**src/rtl/axis_byte_packer.sv**
```systemverilog
// -----------------------------------------------------------------------------
// axis_byte_packer
//
// Registered AXI-Stream byte packer. Sparse or partially filled input beats are
// merged into dense, left-aligned output beats. Bytes that do not fill a whole
// output beat are carried in a residue register until more bytes arrive or the
// packet ends; a packet whose last beat overflows the output width takes one
// extra flush cycle to emit its tail.
//
// Byte ordering: byte DATA_BYTE_WD-1 (the MSB lane) is the first byte of a beat,
// and keep bit DATA_BYTE_WD-1 belongs to it.
//
// Configuration macro: AXIS_PACKER_SPARSE_KEEP_EN
//   defined   : any keep_in pattern is legal; enabled bytes are compacted
//               MSB-first before packing; keep_err is always 0.
//   undefined : keep_in is expected to be MSB-contiguous. The top popcount
//               bytes of data_in are taken as-is; a non-contiguous pattern
//               raises a one-cycle keep_err pulse.
//
// Ports:
//   clk        in   clock, rising edge
//   rst        in   synchronous reset, active-high
//   valid_in   in   upstream beat valid
//   data_in    in   upstream data (DATA_WD)
//   keep_in    in   upstream byte enables (DATA_BYTE_WD)
//   last_in    in   last beat of packet
//   ready_in   out  upstream ready (combinational from state and ready_out)
//   valid_out  out  output beat valid
//   data_out   out  packed, left-aligned data, unused bytes zero
//   keep_out   out  MSB-contiguous byte enables
//   last_out   out  last beat of packet
//   ready_out  in   downstream ready
//   keep_err   out  one-cycle pulse after an illegal keep_in is accepted
// -----------------------------------------------------------------------------
module axis_byte_packer #(
  parameter int DATA_WD      = 32,
  parameter int DATA_BYTE_WD = DATA_WD / 8,
  parameter int BYTE_CNT_WD  = $clog2(DATA_BYTE_WD)
) (
  input  logic                    clk,
  input  logic                    rst,
  input  logic                    valid_in,
  input  logic [DATA_WD-1:0]      data_in,
  input  logic [DATA_BYTE_WD-1:0] keep_in,
  input  logic                    last_in,
  output logic                    ready_in,
  output logic                    valid_out,
  output logic [DATA_WD-1:0]      data_out,
  output logic [DATA_BYTE_WD-1:0] keep_out,
  output logic                    last_out,
  input  logic                    ready_out,
  output logic                    keep_err
);

  localparam int CW = BYTE_CNT_WD + 1;
  localparam int TW = BYTE_CNT_WD + 2;
  localparam logic [TW-1:0] FULL_CNT = TW'(DATA_BYTE_WD);

  typedef enum logic [0:0] {
    S_ACC   = 1'b0,
    S_FLUSH = 1'b1
  } state_t;

  state_t                  state, state_nxt;
  logic [DATA_WD-1:0]      res_data, res_data_nxt;
  logic [CW-1:0]           res_cnt, res_cnt_nxt;
  logic                    valid_out_nxt;
  logic [DATA_WD-1:0]      data_out_nxt;
  logic [DATA_BYTE_WD-1:0] keep_out_nxt;
  logic                    last_out_nxt;
  logic                    keep_err_nxt;

  logic [CW-1:0]           n;
  logic [TW-1:0]           total;
  logic [DATA_WD-1:0]      in_packed;
  logic [2*DATA_WD-1:0]    merged;
  logic                    keep_bad;
  logic                    slot_free;
  logic                    accept;

  // Top k keep bits set; k == DATA_BYTE_WD shifts everything out, giving all ones.
  function automatic logic [DATA_BYTE_WD-1:0] top_mask(input logic [TW-1:0] k);
    return ~({DATA_BYTE_WD{1'b1}} >> k);
  endfunction

  assign slot_free = !valid_out || ready_out;
  assign ready_in  = (state == S_ACC) && slot_free;
  assign accept    = valid_in && ready_in;

  always_comb begin
    n = '0;
    for (int i = 0; i < DATA_BYTE_WD; i++) begin
      n = n + CW'(keep_in[i]);
    end
  end

  assign total = TW'(res_cnt) + TW'(n);

`ifdef AXIS_PACKER_SPARSE_KEEP_EN
  // Compact enabled bytes towards the MSB lane, skipping holes.
  always_comb begin
    logic [CW-1:0] pos;
    in_packed = '0;
    pos       = '0;
    for (int i = DATA_BYTE_WD - 1; i >= 0; i--) begin
      if (keep_in[i]) begin
        in_packed[(DATA_BYTE_WD - 1 - int'(pos)) * 8 +: 8] = data_in[i * 8 +: 8];
        pos = pos + CW'(1);
      end
    end
  end

  assign keep_bad = 1'b0;
`else
  logic [DATA_BYTE_WD-1:0] n_mask;

  // Take the top n lanes as-is; a legal keep equals exactly that mask.
  always_comb begin
    n_mask    = top_mask(TW'(n));
    in_packed = '0;
    for (int i = 0; i < DATA_BYTE_WD; i++) begin
      in_packed[i * 8 +: 8] = n_mask[i] ? data_in[i * 8 +: 8] : 8'h00;
    end
  end

  assign keep_bad = (keep_in != n_mask);
`endif

  // Residue bytes first, then the new bytes right behind them. Both sources
  // are zero past their valid bytes, so an OR is a clean concatenation.
  assign merged = {res_data, {DATA_WD{1'b0}}}
                | ({in_packed, {DATA_WD{1'b0}}} >> {res_cnt, 3'b000});

  always_comb begin
    state_nxt     = state;
    res_data_nxt  = res_data;
    res_cnt_nxt   = res_cnt;
    valid_out_nxt = valid_out && !ready_out;
    data_out_nxt  = data_out;
    keep_out_nxt  = keep_out;
    last_out_nxt  = last_out;
    keep_err_nxt  = 1'b0;

    case (state)
      S_ACC: begin
        if (accept) begin
          keep_err_nxt = keep_bad;
          if (total < FULL_CNT) begin
            if (last_in) begin
              // Also covers an empty last beat: keep_out=0 still marks the boundary.
              valid_out_nxt = 1'b1;
              data_out_nxt  = merged[2*DATA_WD-1:DATA_WD];
              keep_out_nxt  = top_mask(total);
              last_out_nxt  = 1'b1;
              res_data_nxt  = '0;
              res_cnt_nxt   = '0;
            end else begin
              res_data_nxt = merged[2*DATA_WD-1:DATA_WD];
              res_cnt_nxt  = CW'(total);
            end
          end else if (total == FULL_CNT) begin
            valid_out_nxt = 1'b1;
            data_out_nxt  = merged[2*DATA_WD-1:DATA_WD];
            keep_out_nxt  = '1;
            last_out_nxt  = last_in;
            res_data_nxt  = '0;
            res_cnt_nxt   = '0;
          end else begin
            // Overflow: the tail is already left-aligned in the lower half.
            valid_out_nxt = 1'b1;
            data_out_nxt  = merged[2*DATA_WD-1:DATA_WD];
            keep_out_nxt  = '1;
            last_out_nxt  = 1'b0;
            res_data_nxt  = merged[DATA_WD-1:0];
            res_cnt_nxt   = CW'(total - FULL_CNT);
            if (last_in) begin
              state_nxt = S_FLUSH;
            end
          end
        end
      end

      S_FLUSH: begin
        if (slot_free) begin
          valid_out_nxt = 1'b1;
          data_out_nxt  = res_data;
          keep_out_nxt  = top_mask(TW'(res_cnt));
          last_out_nxt  = 1'b1;
          res_data_nxt  = '0;
          res_cnt_nxt   = '0;
          state_nxt     = S_ACC;
        end
      end

      default: begin
        state_nxt = S_ACC;
      end
    endcase
  end

  // A reset drops residue and any pending output beat without flushing.
  always_ff @(posedge clk) begin
    if (rst) begin
      state     <= S_ACC;
      res_data  <= '0;
      res_cnt   <= '0;
      valid_out <= 1'b0;
      data_out  <= '0;
      keep_out  <= '0;
      last_out  <= 1'b0;
      keep_err  <= 1'b0;
    end else begin
      state     <= state_nxt;
      res_data  <= res_data_nxt;
      res_cnt   <= res_cnt_nxt;
      valid_out <= valid_out_nxt;
      data_out  <= data_out_nxt;
      keep_out  <= keep_out_nxt;
      last_out  <= last_out_nxt;
      keep_err  <= keep_err_nxt;
    end
  end

endmodule

```
**config.mk**
```make
export PLATFORM = sky130hd
export DESIGN_NAME = axis_byte_packer
export DESIGN_NICKNAME = d
export VERILOG_FILES = /design/src/rtl/axis_byte_packer.sv
export SDC_FILE = /design/constraint.sdc
export NUM_CORES = 1
export LEC_CHECK = 0
export BUFFER_PORTS_ARGS = -buffer_cell sky130_fd_sc_hd__buf_2
export CORE_ASPECT_RATIO = 1.75
export CORE_UTILIZATION = 40
export CTS_CLUSTER_DIAMETER = 60
export CTS_CLUSTER_SIZE = 10
export DETAILED_ROUTE_END_ITERATION = 12
export HOLD_SLACK_MARGIN = 0.15
export MAX_ROUTING_LAYER = met4
export PLACE_DENSITY_LB_ADDON = 0.2
export SETUP_SLACK_MARGIN = 0.5
export SYNTH_ARGS = -nofsm -noshare
export SYNTH_HDL_FRONTEND = slang
export SYNTH_SLANG_ARGS = --single-unit
```
**constraint.sdc**
```tcl
create_clock -name clk -period 3.92 [get_ports clk]
set_clock_uncertainty 0.1 [all_clocks]
set_input_delay 0.98 -clock clk [delete_from_list [all_inputs] [get_ports clk]]
set_output_delay 0.98 -clock clk [all_outputs]
set_load 0.01 [all_outputs]
```
== Word-level counts from Yosys, hierarchy flattened ==
Index checks and enable logic that the tools add are counted.
Word-level totals
  bits of input ports: 41
  bits in registers: 75
  output and inout port bits: 40
  logic and storage cells: 81
Cells by class
  multiplexer cells: 43
  magnitude comparators: 1
  bitwise gates (word level): 6
  add/sub/neg operators: 5
  equal/unequal tests: 5
  shift operators: 4
  reduce and logical (&&, ||, !) cells: 9
Operators by type and width (number)
  32-bit two-way mux: 9
  32-bit case mux with 2 select lines: 2
  64-bit OR: 1
  64-bit by 6-bit >> shifter with 64-bit output: 1
  8-bit two-way mux: 4
  4-bit two-way mux: 4
  3-bit two-way mux: 5
  1-bit two-way mux: 14
  4-bit NOT: 3
  4-bit case mux with 2 select lines: 1
  4-bit by 3-bit >> shifter with 4-bit output, first input constant: 2
  1-bit case mux with 2 select lines: 3
  3-bit case mux with 2 select lines: 1
  3-bit by 3-bit adder with 4-bit output: 1
  4-bit by 3-bit == test with 1-bit output, second input constant: 1
  4-bit by 3-bit less-than comparator with 1-bit output, second input constant: 1
  4-bit inequality test: 1
  4-bit by 4-bit >> shifter with 4-bit output, first input constant: 1
  2-bit by 1-bit adder with 3-bit output: 1
  3-bit by 1-bit adder with 3-bit output: 1
  1-bit logical AND: 3
  3-bit inequality test, second input constant: 1
  3-bit AND reduction: 1
  3-bit OR reduction: 1
  8 further kinds: 10

== Longest topological paths before layout ==
  word-level depth: 12
  depth in mapped cells: 13
  mapped depth without buffers: 10

== Least setup slack after synthesis ==
Ideal clock, no wire load.
  kind: input port to flip-flop
  start point: input keep_in[0]
  end point: register res_data[10]
  data arrival time: 3.897 ns
  cell stages on the path: 12
  buffers on the path: 2
  path slack: -0.136 ns
  required time: 3.761 ns
  library setup time: 0.059 ns
  path through: fa_1 > ha_1 > inv_1 > ha_1 > fa_1 > buf_2 > nor4bb_1 > nor2_1 > a211oi_4 > or2_1 > buf_4 > a22o_1
On the way
  word-level cells in the longest chain between the ends: 12
  elaborated cells between the ends (all ways): 19
  those cells by class: add/sub (4); order compare (1); eq/ne (1); shift (2); mux (9); bitwise (2)
Ends and longest elaborated chain
  from (decl): RTL line 44  | input logic [DATA_BYTE_WD-1:0] keep_in,
  1-bit by 1-bit adder with 2-bit output (*): RTL line 93  | n = n + CW'(keep_in[i]);
  2-bit by 1-bit adder with 3-bit output (*): RTL line 93
  3-bit by 1-bit adder with 3-bit output (*): RTL line 93
  4-bit by 3-bit >> shifter with 4-bit output: RTL line 83  | return ~({DATA_BYTE_WD{1'b1}} >> k);
  4-bit NOT: RTL line 83
  8-bit two-way mux: RTL line 122  | in_packed[i * 8 +: 8] = n_mask[i] ? data_in[i * 8 +: 8] : 8'h00;
  64-bit by 6-bit >> shifter with 64-bit output: RTL line 132  | | ({in_packed, {DATA_WD{1'b0}}} >> {res_cnt, 3'b000});
  64-bit OR: RTL line 132
  32-bit two-way mux (on tied branches): RTL line 161, 149
  32-bit two-way mux (*): RTL line 148  | if (total < FULL_CNT) begin
  32-bit two-way mux (*): RTL line 146  | if (accept) begin
  32-bit case mux with 2 select lines (*): RTL line 144  | case (state)
  to (signal assigned): RTL line 214  | res_data <= res_data_nxt;
  to (decl): RTL line 65  | logic [DATA_WD-1:0] res_data, res_data_nxt;
Every way passes the cells marked *; elsewhere a longest branch is shown, timed or not. The select of a mux whose other input is x is not followed.
A chain may end at the register's enable or synchronous reset.

== Final worst setup path ==
  start point: input keep_in[3]
  end point: register data_out[11]
On the way
  word-level cells in the longest chain between the ends: 10
  elaborated cells between the ends (all ways): 17
  those cells by class: add/sub (2); order compare (1); eq/ne (1); shift (2); mux (8); bitwise (2); reduce/logical (1)
Ends and longest elaborated chain
  3-bit by 1-bit adder with 3-bit output (*): RTL line 93
  4-bit by 3-bit >> shifter with 4-bit output: RTL line 83
  4-bit NOT: RTL line 83
  8-bit two-way mux: RTL line 122
  64-bit by 6-bit >> shifter with 64-bit output: RTL line 132
  64-bit OR: RTL line 132
  32-bit two-way mux: RTL line 149  | if (last_in) begin
  32-bit two-way mux: RTL line 148
  32-bit two-way mux: RTL line 146
  32-bit case mux with 2 select lines: RTL line 144
  to (signal assigned): RTL line 217  | data_out <= data_out_nxt;
  to (decl): RTL line 48  | output logic [DATA_WD-1:0] data_out,
Marks and branches as above.

==> impl_metrics.yaml <==
run_status:
  status: "completed"
yosys:
  ys_seq_area_share_pct: 29.9
  yosys_warnings: 0
  synthFlopType: "dfxtp_1"
  ys_types: 71
  ys_async_sr_fraction_pct: 0
  synth.net_count: 683
  synth-edff-count: 0
  ys_top_cells_by_area: "dfxtp_1 (30%), a21oi_1 (7.1%), a211oi_1 (4.2%), o22ai_1 (3.4%), a31oi_1 (3.0%)"
  yosys.area.top_type_share_pct: 29.9
  syn-mean-instance-area_um2: 7.92
  synth-seq-cells: 75
  syn-cell-area_um2: 5020
  synth_top_area_cell: "dfxtp_1"
  synthCells: 634
placed_design:
  place_hpwl_um: 16100
  dpl.cell_count: 893
  port-buffer-count: 80
  place_congestion: 0.997
setup_path:
  crit_arrival_ns: 3.81
  timing.rr.start: "state$_SDFF_PP0_"
  crit_fanout: 7
  path_class: "in2reg"
  rrSetupSlack_ns: 1.06
  worstSetupEndpointType: "flip-flop"
  r2r_cells: 7
  timing.rr.end: "data_out[11]$_SDFFE_PP0P_"
  cp.required_ns: 4.03
  crit_path_start_kind: "input pin"
timing:
  finalSetupViolations: 0
  fmax_mhz: 270
  rsz0062_at_grt: "true"
  relSlewSlack_pct: 8.76
  drv_slew: 0
  fin_crit_sh_pct: 94.6
  final_hold_viol_count: 0
  layout_min_cycle_time_ns: 3.71
  worst_slew_pin_slew_ns: 1.36
worst_hold_path:
  worst_hold_path_type: "reg2reg"
  hold_depth: 2
  holdCritStartpoint: "data_out[1]$_SDFFE_PP0P_"
  min_to: "data_out[1]$_SDFFE_PP0P_"
cts:
  clk_latency_ns: 0.34
  h-tree-depth: 3
  path_clk_slew_ns: 0.07
  root_buffer: "clkbuf_16"
  ctsLongestPathBuffers: 2
  cts_tree: "done"
  cts_sinks: 75
  cts_hold_buf: 0
  cts_buffers: 9
die:
  pin_count: 81
  die_w_um: 86.7
  rows: 53
  die_y_um: 150
  start_util_pct: 41.4
  die_area_um2: 13000
  fp.coreArea_um2: 12100
grt:
  grt_pass1_wl_um: 33100
  overflow: 0
  grt_antenna_before_repair: 0
  grt.total_usage_pct: 35.7
  grt_max_degree: 55
  first_global_vias: 5779
power_and_ir_drop:
  p_leak_uw: 0.00271
  powerDensity_nw_per_um2: 432
  ir_drop_mv: 0.283
route:
  ant_nets: 0
  drt-vias-per-instance: 6.48
  drc_errors: 0
  avgRoutedWirePerCell_um: 24.6
  routed_wirelength_um: 22800
  num_vias: 6009
  drt_iter0_markers: 637
  firstDrtPassIters: 6
final_layout:
  final_nets: 807
  drive_gt1_share_pct: 43.0
  final_cells: 928
  area_growth_pct: 46.3
  n_antenna_cell: 0
  postLayoutCoreUtil_pct: 60.6
run:
  cap_violations: 0
[through the flow]
stage	setup TNS [ns]	instance area, um2	setup slack, ns	hold slack [ns]	total power (uW)
2_1_floorplan	0	5410	0.159	0.332	1610
3_3_place_gp	-1.68	6310	-0.312	0.346	2070
3_5_place_dp	-2.60	6310	-0.302	0.348	2080
4_1_cts	0	6950	0.327	0.363	3040
5_1_grt	0	7350	0.173	0.388	3290
6_report	0	7350	0.212	0.369	3170
[how the worst max path moves through the flow]
stage / slack (ns) / end / start / cells after the start
detailed placement: -0.30 / data_out[1]$_SDFFE_PP0P_ / keep_in[3] / 11
finish: 0.21 / data_out[11]$_SDFFE_PP0P_ / keep_in[3] / 13
floorplan: 0.16 / res_data[10]$_SDFFE_PP0P_ / keep_in[3] / 12
global route: 0.17 / res_data[27]$_SDFFE_PP0P_ / keep_in[3] / 12
global placement: -0.31 / data_out[1]$_SDFFE_PP0P_ / keep_in[3] / 11
CTS: 0.33 / res_data[8]$_SDFFE_PP0P_ / keep_in[3] / 13
[cell type report]
type	instances	area (um2)
repair buffers	177	1350
multi-input cells	472	3900
inverters	23	86.3
fillers	1114	4790
flip-flops and latches	75	1500
well taps	165	206
clock inverters	6	72.6
clock buffers	10	239
[worst max-delay path, cell delays in order]
cell      delay [ns]
buf_6           0.10
fa_1            0.57
ha_4            0.15
inv_2           0.04
ha_4            0.23
buf_4           0.14
or3_1           0.38
buf_4           0.21
a32oi_2         0.30
nor2_1          0.12
a311oi_2        0.36
buf_4           0.18
a211oi_2        0.05
[flip-flops by register name, indices dropped and copies added, names as in the netlist]
register and cells:
res_data 32, state 1, keep_err 1, valid_out 1
data_out 32, keep_out 4, last_out 1, res_cnt 3
[layout by cell type, fill, tap and decap left out, drive strengths merged, types with 9 or more instances in the layout]
cell	instances
a221oi	15
o22ai	27
o21ai	26
a311oi	12
a31oi	26
nor3	9
nand3	24
nand2b	12
nor2	37
a22o	14
buf	173
a21oi	72
inv	24
nor2b	18
a211oi	29
clkbuf	14
nand2	36
dfxtp	75
o211ai	12
[report_power, final]
part | internal, uW | switching (uW)
Clock | 516 | 356
Combinational | 592 | 805
Sequential | 838 | 67.3
Total | 1950 | 1230
[synth_stat cells, types with 8 or more instances]
master	count
nand2_1	36
a311oi_1	12
nand3_1	24
buf_2	22
o211ai_1	10
a32oi_1	8
a21oi_1	71
o21ai_0	24
nor2b_1	17
a221oi_1	15
o22ai_1	27
inv_1	23
nand2b_1	12
o31a_1	8
a31oi_1	24
nor2_1	33
a22o_1	14
a211oi_1	28
dfxtp_1	75
clkbuf_1	33
[what timing repair did]
item / in CTS / in global routing
endpoints found under the hold margin: 0 / 0
buffers inserted: 8 / 2
endpoints found under the setup margin: 72 / 74
gates cloned: 4 / 5
resized for setup: 36 / 44
pin swaps: 18 / 23
[layer usage]
layer	up-vias	global-route usage, %	wire length [um]
met5	-	-	0
met2	293	61.6	11700
li1	2698	-	-
met4	0	22.7	1700
met1	2919	37.0	8050
met3	99	6.09	1290
[kinds of logic after synthesis]
| logic type | count (synthesis) | synth area share, % |
|---|---|---|
| AO/OA/AOI/OAI | 290 | 40.6 |
| XOR/XNOR | 5 | 1.17 |
| adder cells (fa/ha/maj) | 8 | 2.29 |
| buffers and inverters | 89 | 7.70 |
| flip-flops | 75 | 29.9 |
| multiplexers | 9 | 1.84 |
| AND/OR/NAND/NOR | 158 | 16.5 |
No activity file was read; power rests on OpenSTA's default activity.
